===== config.mk =====
export PLATFORM = sky130hd
export DESIGN_NAME = fir_stim_gen
export DESIGN_NICKNAME = d
export VERILOG_FILES = /design/src/rtl/fir_pkg.sv /design/src/rtl/fir_lfsr16.sv /design/src/rtl/fir_stim_gen.sv
export SDC_FILE = /design/constraint.sdc
export NUM_CORES = 1
export LEC_CHECK = 0
export CAP_MARGIN = 20
export CORE_UTILIZATION = 35
export DETAILED_ROUTE_END_ITERATION = 10
export GPL_TIMING_DRIVEN = 1
export PLACE_DENSITY = 0.62
export SLEW_MARGIN = 20
export SYNTH_ARGS = -nofsm -noshare
export SYNTH_HDL_FRONTEND = slang
export SYNTH_HIERARCHICAL = 1
export SYNTH_SLANG_ARGS = --single-unit
export TNS_END_PERCENT = 20

===== constraint.sdc =====
create_clock -name clk -period 3.98 [get_ports clk]
set_clock_uncertainty 0.15 [all_clocks]
set_input_delay 0.597 -clock clk [delete_from_list [all_inputs] [get_ports clk]]
set_output_delay 0.597 -clock clk [all_outputs]
set_load 0.02 [all_outputs]

===== src/rtl/fir_pkg.sv =====
// fir_pkg: shared constants, sine table, saturation and LFSR helpers
// for the fir_17 stimulus generator.
package fir_pkg;

  localparam int DW = 8;
  localparam logic [15:0] SEED_DEF = 16'hACE1;
  // x^16+x^14+x^13+x^11+1 -> bits 15,13,12,10
  localparam logic [15:0] LFSR_TAPS = 16'hB400;

  typedef enum logic {IDLE, RUN} state_e;

  // round(127*sin(2*pi*k/64))
  localparam logic signed [7:0] SIN_LUT [64] = '{
    8'sd0,    8'sd12,   8'sd25,   8'sd37,
    8'sd49,   8'sd60,   8'sd71,   8'sd81,
    8'sd90,   8'sd98,   8'sd106,  8'sd112,
    8'sd117,  8'sd122,  8'sd125,  8'sd126,
    8'sd127,  8'sd126,  8'sd125,  8'sd122,
    8'sd117,  8'sd112,  8'sd106,  8'sd98,
    8'sd90,   8'sd81,   8'sd71,   8'sd60,
    8'sd49,   8'sd37,   8'sd25,   8'sd12,
    8'sd0,   -8'sd12,  -8'sd25,  -8'sd37,
   -8'sd49,  -8'sd60,  -8'sd71,  -8'sd81,
   -8'sd90,  -8'sd98,  -8'sd106, -8'sd112,
   -8'sd117, -8'sd122, -8'sd125, -8'sd126,
   -8'sd127, -8'sd126, -8'sd125, -8'sd122,
   -8'sd117, -8'sd112, -8'sd106, -8'sd98,
   -8'sd90,  -8'sd81,  -8'sd71,  -8'sd60,
   -8'sd49,  -8'sd37,  -8'sd25,  -8'sd12
  };

  function automatic logic signed [7:0] sat9to8(
    input logic signed [8:0] s
  );
    if (s > 9'sd127)
      return 8'sd127;
    else if (s < -9'sd128)
      return -8'sd128;
    else
      return s[7:0];
  endfunction

  function automatic logic [15:0] lfsr_next(
    input logic [15:0] q
  );
    return {q[14:0], ^(q & LFSR_TAPS)};
  endfunction

endpackage


===== src/rtl/fir_lfsr16.sv =====
// fir_lfsr16: 16-bit Fibonacci LFSR noise source, reloadable to SEED.
// Ports: clk, rst (async low), load_i (reseed), adv_i (step), q_o.
module fir_lfsr16
  import fir_pkg::*;
#(
  parameter logic [15:0] SEED = SEED_DEF
) (
  input  logic        clk,
  input  logic        rst,
  input  logic        load_i,
  input  logic        adv_i,
  output logic [15:0] q_o
);

  logic [15:0] q_q, q_d;

  always_comb begin
    q_d = q_q;
    if (load_i)
      q_d = SEED;
    else if (adv_i)
      q_d = lfsr_next(q_q);
  end

  always_ff @(posedge clk or negedge rst) begin
    if (!rst)
      q_q <= SEED;
    else
      q_q <= q_d;
  end

  assign q_o = q_q;

endmodule


===== src/rtl/fir_stim_gen.sv =====
// fir_stim_gen: sine + LFSR-noise sample producer for fir_17 self-test.
// Ports: clk, rst (async low), start_i, step_i, noise_en_i, ready_i ->
//   data_o, valid_o, busy_o, done_o (pulse), count_o (accepted samples).
module fir_stim_gen
  import fir_pkg::*;
#(
  parameter int          DW      = fir_pkg::DW,
  parameter int          NVL     = 10000,
  parameter int          DIV     = 4,
  parameter int          PHASE_W = 16,
  parameter logic [15:0] SEED    = SEED_DEF
) (
  input  logic                 clk,
  input  logic                 rst,
  input  logic                 start_i,
  input  logic [PHASE_W-1:0]   step_i,
  input  logic                 noise_en_i,
  input  logic                 ready_i,
  output logic signed [DW-1:0] data_o,
  output logic                 valid_o,
  output logic                 busy_o,
  output logic                 done_o,
  output logic [15:0]          count_o
);

  localparam int DCW = (DIV > 1) ? $clog2(DIV) : 1;
  localparam logic [DCW-1:0] DIV_LD = DCW'(DIV - 1);
  // The accept cycle itself counts as one divider
  // cycle, so a stream at full rate repeats every DIV.
  localparam logic [DCW-1:0] DIV_RL =
    (DIV > 1) ? DCW'(DIV - 2) : '0;

  state_e                state_q, state_d;
  logic [DCW-1:0]        div_q, div_d;
  logic [PHASE_W-1:0]    phase_q, phase_d;
  logic [PHASE_W-1:0]    step_q, step_d;
  logic                  noise_q, noise_d;
  logic signed [DW-1:0]  data_q, data_d;
  logic                  valid_q, valid_d;
  logic                  done_q, done_d;
  logic [15:0]           count_q, count_d;
  logic                  lfsr_ld, lfsr_adv;
  logic [15:0]           lfsr;

  function automatic logic signed [DW-1:0] mk_sample(
    input logic [PHASE_W-1:0] ph,
    input logic [15:0]        lf,
    input logic               ne
  );
    logic signed [7:0] l;
    logic signed [8:0] s;
    l = SIN_LUT[ph[PHASE_W-1 -: 6]];
    s = {l[7], l};
    if (ne)
      s = s + {{3{lf[5]}}, lf[5:0]};
    return DW'(sat9to8(s));
  endfunction

  fir_lfsr16 #(
    .SEED(SEED)
  ) u_lfsr (
    .clk   (clk),
    .rst   (rst),
    .load_i(lfsr_ld),
    .adv_i (lfsr_adv),
    .q_o   (lfsr)
  );

  always_comb begin
    state_d  = state_q;
    div_d    = div_q;
    phase_d  = phase_q;
    step_d   = step_q;
    noise_d  = noise_q;
    data_d   = data_q;
    valid_d  = valid_q;
    count_d  = count_q;
    done_d   = 1'b0;
    lfsr_ld  = 1'b0;
    lfsr_adv = 1'b0;
    unique case (state_q)
      IDLE: begin
        if (start_i) begin
          state_d = RUN;
          count_d = '0;
          phase_d = '0;
          lfsr_ld = 1'b1;
          div_d   = DIV_LD;
          step_d  = step_i;
          noise_d = noise_en_i;
        end
      end
      RUN: begin
        if (!valid_q) begin
          if (div_q == '0) begin
            data_d  = mk_sample(phase_q, lfsr, noise_q);
            valid_d = 1'b1;
          end else begin
            div_d = div_q - 1'b1;
          end
        end else if (ready_i) begin
          count_d  = count_q + 16'd1;
          phase_d  = phase_q + step_q;
          lfsr_adv = 1'b1;
          div_d    = DIV_RL;
          valid_d  = 1'b0;
          if (count_q == 16'(NVL - 1)) begin
            state_d = IDLE;
            done_d  = 1'b1;
          end else if (DIV == 1) begin
            // back-to-back: build the next sample from
            // the post-accept phase and LFSR state
            data_d  = mk_sample(phase_q + step_q,
                                lfsr_next(lfsr),
                                noise_q);
            valid_d = 1'b1;
          end
        end
      end
      default: state_d = IDLE;
    endcase
  end

  always_ff @(posedge clk or negedge rst) begin
    if (!rst) begin
      state_q <= IDLE;
      div_q   <= '0;
      phase_q <= '0;
      step_q  <= '0;
      noise_q <= 1'b0;
      data_q  <= '0;
      valid_q <= 1'b0;
      done_q  <= 1'b0;
      count_q <= '0;
    end else begin
      state_q <= state_d;
      div_q   <= div_d;
      phase_q <= phase_d;
      step_q  <= step_d;
      noise_q <= noise_d;
      data_q  <= data_d;
      valid_q <= valid_d;
      done_q  <= done_d;
      count_q <= count_d;
    end
  end

  assign data_o  = data_q;
  assign valid_o = valid_q;
  assign busy_o  = (state_q == RUN);
  assign done_o  = done_q;
  assign count_o = count_q;

endmodule

==> results.yml <==
placed_design:
  gp_congestion: 0.849
  portBuffers: 47
  place_hpwl_mm: 8.90
  dp.cells: 803
setup_path:
  r2r-end: "data_o[3]"
  reg2reg_from: "phase_q[11]"
  rr_worst_depth: 17
  worstPathRequired_ns: 4.05
  path_max_fanout: 10
  crit_path_end_kind: "register"
  critPathTopFamily: "compound AO/OA/AOI/OAI gates"
  crit_arrival_ns: 4.03
  crit_slowest_cell: "dfrtp_1"
  path_class: "reg -> reg"
  critPathMaxStageDelay_ns: 0.40
  critPathLaunchType: "register"
  path_cells: "buf_6, ha_2, or3_1, a21oi_2, a221oi_2, nor2_1, a221oi_2, ha_2, inv_1, fa_2, nor2b_1, o31a_1, o31a_1, nor4b_4, buf_4, o31ai_4, o32a_1"
  cp_num_buf_inv: 3
  regToRegSetupSlack_ns: 0.02
  startpoint: "phase_q[11]"
clock_tree:
  ctsHoldBuffers: 0
  cts_inserted_buffers: 9
  cts-root-buf: "clkbuf_16"
  clock_sinks: 78
  ctsLongestPathBuffers: 2
  htreeDepth: 3
  clk_pin_slew_ns: 0.06
  clk_latency_ns: 0.35
  cts_tree: "built"
power:
  pwr-share-seq_pct: 23.8
  p_int_w: 0.00315
  p_leak_nw: 2.83
  p_per_area_mw_per_mm2: 882
  clkPwrFrac_pct: 16.2
  finalPower_w: 0.00555
  power_switching_w: 0.00239
  switching_share_pct: 43.1
  ir_drop_mv: 0.575
  combPwrFrac_pct: 60.0
grt:
  grt_max_degree: 79
  antenna_found_initial: 0
  grt_first_pass_wirelength_mm: 21.4
  grt_pass1_vias: 4419
  gr-usage-all-layers_pct: 18.2
  overflow: 0
floorplan:
  row_count: 43
  start_util_pct: 36.3
  die_h_um: 123
  die_w_um: 123
  io_pins: 48
  core-area_mm2: 0.0140
  die_area_mm2: 0.0150
timing:
  relSlewSlack_pct: 52.3
  finalSetupViolations: 0
  hold_violations: 0
  min_period_ns: 3.96
  whs_ns: 0.119
  drv_slew: 0
  fin_crit_sh_pct: 99.5
  rsz0062_at_grt: "true"
  fmax_mhz: 253
  tightest_slew_ns: 0.716
cells_and_area:
  diodes: 0
  layout_common_cells: "99 x nand2_1, 68 x dfrtp_1, 49 x nor2_1"
  drive_gt1_share_pct: 12.7
  instances_no_fill: 827
  final_nets: 698
  fillers: 1384
  final_common_cell: "nand2_1"
  synthToLayoutAreaGrowth_pct: 23.4
synthesis:
  synth_edf_count: 0
  dominantRegCellSynth: "dfrtp_1"
  synth_top_area_share_pct: 34.4
  ys_seq_elements: 78
  ys_async_sr_fraction_pct: 100
  syn_inst: 583
  ys_warn_count: 6
  synthesis.area_mm2: 0.00510
  syn_avg_cell_area_um2: 8.74
  yosys-top-cells-area: "dfrtp_1 34%, ha_1 8.1%, nand2_1 7.3%, dfstp_2 4.1%, mux2i_1 3.7%"
  yosysUniqueCellTypes: 61
  ys_seq_area_share_pct: 38.5
  synth_top_area_cell: "dfrtp_1"
  synth_nets: 639
route:
  drt_iter0_markers: 260
  finalWirelength_mm: 12.9
  viasPerCell: 5.47
  vias: 4522
  avgRoutedWirePerCell_um: 15.6
  detail_route.first_pass.iterations: 6
  drc: 0
  ant_nets: 0
outcome:
  status: "complete, no violations"
run:
  max_cap_viol_count: 0
hold_path:
  hp-class: "in -> async"
cells in the mapped netlist (all sizes together), types with 8 or more instances:
master	n
nand2	99
dfrtp	70
nor2	50
o21ai	47
ha	33
a21oi	26
nand3	25
clkbuf	20
xor2	20
mux2i	19
inv	15
buf	10
nand2b	10
nor2b	10
xnor2	10
nor3	9
and2	8
dfstp	8
what timing repair did:
action	4_1_cts	5_1_grt
setup endpoints to repair	7	8
buffers inserted	0	8
gates resized for setup	5	17
pin swaps	0	9
metrics by stage:
| stage | instance area, µm² | setup slack, ns | setup TNS, ns | utilization (%) |
|---|---|---|---|---|
| 6_report | 6290 | 0.0212 | 0 | 44.8 |
| 5_1_grt | 6290 | -0.129 | -0.927 | 44.8 |
| 4_1_cts | 6160 | 0.00357 | 0 | 43.9 |
| 3_5_place_dp | 5820 | -0.123 | -0.726 | 41.4 |
| 3_3_place_gp | 5820 | 0.0881 | 0 | 41.4 |
| 2_1_floorplan | 5100 | 0.0673 | 0 | - |
cell families (layout without fill, tap and decap cells):
group / after synthesis / count (layout) / synth area share [%]
flops: 78 / 78 / 38.5
compound gates: 141 / 141 / 18.2
xor+xnor: 30 / 30 / 5.16
mux: 21 / 21 / 4.25
fa+ha+maj: 35 / 35 / 8.89
buf+inv: 45 / 109 / 3.90
simple gates: 233 / 233 / 21.1
sequential cells by signal, indices dropped and copies added (netlist names):
| signal | cells |
|---|---|
| u_lfsr/q_o | 16 |
| count_o | 16 |
| div_q | 2 |
| valid_o | 1 |
| phase_q | 16 |
| busy_o | 1 |
| noise_q | 1 |
| step_q | 16 |
| data_o | 8 |
| done_o | 1 |
worst max-delay path by stage:
stage                 to  cells past startpoint
2_1_floorplan  data_o[4]                     17
3_3_place_gp   data_o[4]                     17
3_5_place_dp   data_o[4]                     17
4_1_cts        data_o[3]                     14
5_1_grt        data_o[0]                     17
6_report       data_o[3]                     17
power groups by stage:
stage / Clock (W) / Combinational, W / Sequential (W)
6_report: 0.000897 / 0.00333 / 0.00132
5_1_grt: 0.000959 / 0.00367 / 0.00136
4_1_cts: 0.000923 / 0.00313 / 0.00131
3_5_place_dp: 0 / 0.00305 / 0.00132
3_3_place_gp: 0 / 0.00298 / 0.00131
2_1_floorplan: 0 / 0.00216 / 0.00134
per-layer routing:
metal | global-route usage [%] | vias up | share of wire, %
met3 | 3.49 | 22 | 3.2
li1 | - | 2185 | -
met5 | 0 | - | 0
met4 | 8.31 | 0 | 2.3
met2 | 29.4 | 98 | 49
met1 | 23.4 | 2217 | 46
cell type report:
| cell class | instances | area, µm² | area share (%) |
|---|---|---|---|
| multi-input cells | 460 | 3010 | 47.9 |
| flip-flops and latches | 78 | 1960 | 31.2 |
| repair buffers | 78 | 708 | 11.3 |
| clock buffers | 9 | 225 | 3.58 |
| well taps | 180 | 225 | 3.58 |
| clock inverters | 7 | 95.1 | 1.51 |
| inverters | 15 | 56.3 | 0.896 |
(Power assumes the default switching activity.)
